File: src/rtl/pe_pipelined.sv
// Two-stage pipelined processing element: S1 holds the accepted beat, S2 holds the result.
// DOT beats accumulate into acc and emit a single result on the beat marked in_last.
module pe_pipelined #(
  parameter int WIDTH      = 32,
  parameter int OPCODE_LEN = 4
) (
  input  logic                  clk,
  input  logic                  rst,
  input  logic                  in_valid,
  output logic                  in_ready,
  input  logic [OPCODE_LEN-1:0] opcode,
  input  logic [WIDTH-1:0]      a,
  input  logic [WIDTH-1:0]      b,
  input  logic                  in_last,
  output logic                  out_valid,
  input  logic                  out_ready,
  output logic [WIDTH-1:0]      out,
  output logic                  halted
);

  localparam logic [OPCODE_LEN-1:0] OP_ADD  = OPCODE_LEN'(3);
  localparam logic [OPCODE_LEN-1:0] OP_SUB  = OPCODE_LEN'(4);
  localparam logic [OPCODE_LEN-1:0] OP_MUL  = OPCODE_LEN'(5);
  localparam logic [OPCODE_LEN-1:0] OP_DOT  = OPCODE_LEN'(6);
  localparam logic [OPCODE_LEN-1:0] OP_STOP = OPCODE_LEN'(10);

  logic                  r_s1_valid;
  logic [OPCODE_LEN-1:0] r_s1_op;
  logic [WIDTH-1:0]      r_s1_a;
  logic [WIDTH-1:0]      r_s1_b;
  logic                  r_s1_last;
  logic [WIDTH-1:0]      r_acc;
  logic [WIDTH-1:0]      r_out;
  logic                  r_out_valid;
  logic                  r_halted;

  logic                  w_advance;
  logic                  w_accept;
  logic                  w_stop_accept;
  logic                  w_s1_dot;
  logic [WIDTH-1:0]      w_product;
  logic [WIDTH-1:0]      w_result;
  logic                  w_produces;

  assign w_advance     = !r_out_valid || out_ready;
  assign in_ready      = w_advance && !r_halted;
  assign w_accept      = in_valid && in_ready;
  assign w_stop_accept = w_accept && (opcode == OP_STOP);
  assign w_s1_dot      = r_s1_valid && (r_s1_op == OP_DOT);
  assign w_product     = r_s1_a * r_s1_b;

  assign out_valid = r_out_valid;
  assign out       = r_out;
  assign halted    = r_halted;

  // Non-producing opcodes leave w_result at zero so out reads 0 while idle.
  always_comb begin
    w_result   = '0;
    w_produces = 1'b0;
    if (r_s1_valid) begin
      case (r_s1_op)
        OP_ADD: begin
          w_result   = r_s1_a + r_s1_b;
          w_produces = 1'b1;
        end
        OP_SUB: begin
          w_result   = r_s1_a - r_s1_b;
          w_produces = 1'b1;
        end
        OP_MUL: begin
          w_result   = w_product;
          w_produces = 1'b1;
        end
        OP_DOT: begin
          if (r_s1_last) begin
            w_result   = r_acc + w_product;
            w_produces = 1'b1;
          end
        end
        default: begin
          w_result   = '0;
          w_produces = 1'b0;
        end
      endcase
    end
  end

  always_ff @(posedge clk or posedge rst) begin
    if (rst) begin
      r_s1_valid  <= 1'b0;
      r_s1_op     <= '0;
      r_s1_a      <= '0;
      r_s1_b      <= '0;
      r_s1_last   <= 1'b0;
      r_out_valid <= 1'b0;
      r_out       <= '0;
    end else if (w_advance) begin
      r_s1_valid  <= w_accept;
      if (w_accept) begin
        r_s1_op   <= opcode;
        r_s1_a    <= a;
        r_s1_b    <= b;
        r_s1_last <= in_last;
      end
      r_out_valid <= w_produces;
      r_out       <= w_result;
    end
  end

  // STOP clears acc even if a DOT beat is leaving S1 in the same cycle; nothing can follow it.
  always_ff @(posedge clk or posedge rst) begin
    if (rst) begin
      r_acc    <= '0;
      r_halted <= 1'b0;
    end else begin
      if (w_stop_accept) begin
        r_halted <= 1'b1;
        r_acc    <= '0;
      end else if (w_advance && w_s1_dot) begin
        r_acc <= r_s1_last ? '0 : (r_acc + w_product);
      end
    end
  end

endmodule
File: config.mk
export PLATFORM = sky130hd
export DESIGN_NAME = pe_pipelined
export DESIGN_NICKNAME = d
export VERILOG_FILES = /design/src/rtl/pe_pipelined.sv
export SDC_FILE = /design/constraint.sdc
export NUM_CORES = 2
export LEC_CHECK = 0
export ABC_AREA = 0
export BUFFER_PORTS_ARGS = -buffer_cell sky130_fd_sc_hd__clkbuf_2
export CAP_MARGIN = 20
export CORE_UTILIZATION = 45
export CTS_BUF_LIST = sky130_fd_sc_hd__clkbuf_8
export DETAILED_ROUTE_END_ITERATION = 8
export REMOVE_ABC_BUFFERS = 1
export SLEW_MARGIN = 20
export SYNTH_ARGS = -nofsm -noshare
export SYNTH_HDL_FRONTEND = slang
export SYNTH_SLANG_ARGS = --single-unit
File: constraint.sdc
create_clock -name clk -period 18.6 [get_ports clk]
set_input_delay 0.93 -clock clk [delete_from_list [all_inputs] [get_ports clk]]
set_output_delay 0.93 -clock clk [all_outputs]
set_load 0.02 [all_outputs]
==> results.py <==
metrics = {
    "hold_path": {
        "hold_class": "reg2reg",
    },
    "sta": {
        "slew_headroom_pct": 24.30,
        "period_share_pct": 51.65,
        "finalMaxSlewViolations": 0,
        "skew_ns": 0.02276,
        "timing.final.crit_period_ns": 9.606,
        "timing.hold.ws_ns": 0.4883,
        "setup_violations": 0,
        "hold_viol": 0,
        "timing.fmax_mhz": 104.1,
        "rsz0062_at_grt": "no",
        "tns_ns": 0,
        "worstMarginPinSlew_ns": 1.136,
    },
    "yosys": {
        "ys.flop_type": "dfrtp_1",
        "synth_seq_cells": 136,
        "ys_types": 71,
        "netlist.area_leader.share_pct": 33.18,
        "ys_seq_area_share_pct": 13.76,
        "synth-edff-count": 0,
        "synth.avg_cell_area_um2": 9.188,
        "yosysTopAreaCell": "fa_1",
        "async_flop_share_pct": 100.0,
        "synthCells": 2692,
        "synth_area_leaders": "fa_1 (33%), dfrtp_1 (14%), ha_1 (9.5%)",
        "synth_area_um2": 24730,
        "synth_warnings": 0,
    },
    "critical_path": {
        "critical_path.max_fanout": 22,
        "critPathSlowestCell": "dfrtp_1",
        "end_kind": "register",
        "path_common_cell": "fa_1",
        "critPathLaunchType": "register",
        "critical_path_arrival_ns": 10.01,
        "critPathMaxStageDelay_ns": 1.07,
        "crit_type": "reg2reg",
        "required_ns": 19.00,
    },
    "layout": {
        "multi_input_area_um2": 19150,
        "n_fill_cell": 5184,
        "drive_gt1_share_pct": 9.758,
        "regArea_um2": 3405,
        "finalNetCount": 3383,
        "area_growth_pct": 6.581,
    },
    "die": {
        "start_util_pct": 45.78,
        "num_rows": 85,
        "die_area_um2": 55910,
        "die_h_um": 236.4,
        "dieWidth_um": 236.4,
        "ios": 108,
        "core_area_um2": 54030,
    },
    "detailed_routing": {
        "dr_wl_met2_um": 35850,
        "drt_wl_total_um": 74950,
        "top_layer": "met4",
        "met1Wirelength_um": 31790,
        "first_pass_iters": 6,
        "vias": 19160,
        "wl_met3_um": 4941,
        "drc": 0,
        "routed_via_density": 5.594,
        "ant_nets": 0,
        "wl_per_cell_um": 21.88,
        "drt-initial-drc-count": 1397,
    },
    "clock_network": {
        "cts_root_buf": "clkbuf_8",
        "holdBufCountCts": 0,
        "numCtsBuffers": 17,
        "ctsLongestPathBuffers": 2,
        "cts.repair.resized": 0,
        "tritoncts": "yes",
        "cts_setup_buffers": 0,
        "clk_pin_slew_ns": 0.11,
        "clkLatencyLatePin_ns": 0.51,
        "cts_htree_levels": 4,
        "clock-sinks": 136,
    },
    "global_route": {
        "grt_max_degree": 82,
        "gr-total-overflow": 0,
        "grt_usage_pct": 28.17,
        "grt_pass1_wl_um": 119600,
        "antenna_found_initial": 0,
        "grt_pass1_vias": 20470,
    },
    "placement": {
        "dp_hpwl_um": 56290,
        "gp_congestion": 0.8940,
        "io_buffer_count": 107,
    },
    "run": {
        "cap_violations": 0,
    },
    "outcome": {
        "status": "complete, no violations",
    },
}
synth_stat cells, types with 11 or more instances:
master    count
a211oi_1     11
a21o_1       38
a21oi_1      93
a221oi_1     12
a222oi_1     12
a22o_1       25
and2_1      278
clkbuf_1    132
dfrtp_1     136
fa_1        410
ha_1        187
inv_1       431
mux2_2       63
nand2_1     335
nand2b_1     17
nand3_1      16
nor2_1       51
nor2b_1      15
nor3_1       21
o21a_1       20
o21ai_0      59
o21ai_1      25
o21bai_1     11
xnor2_1     127
xor2_1       46
cells by family (layout without fill, tap and decap cells):
logic type,count (synthesis),in the layout,synth area share (%)
AND/OR/NAND/NOR,769,769,15.49
adder cells (fa/ha/maj),597,597,42.64
buffers and inverters,578,612,8.969
AO/OA/AOI/OAI,374,374,10.06
XOR/XNOR,173,173,6.126
flip-flops,136,136,13.76
multiplexers,65,65,2.949
other,0,3,0
registers in the layout, summed over array words and instances (netlist names):
name	count
out_valid	1
r_s1_b	32
out	32
halted	1
r_s1_a	32
r_s1_op	4
r_acc	32
r_s1_last	1
r_s1_valid	1
area by class of cell:
| class | count | area share [%] |
|---|---|---|
| multi-input cells | 1978 | 72.66 |
| flip-flops and latches | 136 | 12.91 |
| inverters | 431 | 6.156 |
| well taps | 696 | 3.303 |
| repair buffers | 149 | 3.227 |
| clock buffers | 17 | 0.8876 |
| clock inverters | 15 | 0.8211 |
| diodes | 3 | 0.02848 |
metal layers:
layer,vias to the layer above,GRT usage [%]
li1,8490,-
met1,9880,37.48
met2,656,46.65
met3,132,4.880
met4,0,8.835
met5,-,0
placed cells by master (no fill, tap or decap), types with 19 or more instances in the layout:
cell type and instances:
a21o_1 38, a21oi_1 93, a22o_1 25, and2_1 277
buf_4 42, clkbuf_2 107, dfrtp_1 135, fa_1 410
ha_1 187, inv_1 431, mux2_2 63, nand2_1 335
nor2_1 51, nor3_1 19, o21a_1 20, o21ai_0 59
o21ai_1 25, xnor2_1 127, xor2_1 46
path summary, 6_finish.rpt:
path                                        startpoint                      to  slack, ns  depth (start not counted)
worst min-delay path               out[14]$_DFFE_PP0N_     out[14]$_DFFE_PP0N_       0.49                          2
max in group asynchronous                          rst   r_s1_b[6]$_DFFE_PP0P_      16.63                          3
worst min register to register     out[14]$_DFFE_PP0N_     out[14]$_DFFE_PP0N_       0.49                          2
worst max register to register  r_s1_a[12]$_DFFE_PP0P_     out[29]$_DFFE_PP0N_       8.99                         32
min in group asynchronous                          rst  r_s1_b[26]$_DFFE_PP0P_       0.55                          2
worst max-delay path            r_s1_a[12]$_DFFE_PP0P_     out[29]$_DFFE_PP0N_       8.99                         32
stage by stage:
| step | util (%) | instances | cell area (µm²) | worst slack (ns) |
|---|---|---|---|---|
| global placement | 47.93 | 3390 | 25900 | 9.287 |
| floorplan | - | 2545 | 24130 | 10.28 |
| detailed placement | 47.94 | 3390 | 25900 | 9.039 |
| CTS | 48.78 | 3422 | 26350 | 9.017 |
| finish | 48.79 | 3425 | 26360 | 8.994 |
| global route | 48.78 | 3422 | 26350 | 8.424 |
critical path: cells and delay by family (launching register included):
kind | cells | cell delay, ns
adders and majority gates | 10 | 4.48
AOI/OAI and AO/OA | 10 | 2.18
DFF | 1 | 1.07
and+or+nand+nor | 5 | 1.08
xor gates and xnor gates | 2 | 0.38
buffers and inverters | 5 | 0.29
Power is not shown: default switching activity piles up to over one toggle a cycle in this logic, so the estimate is an artifact.
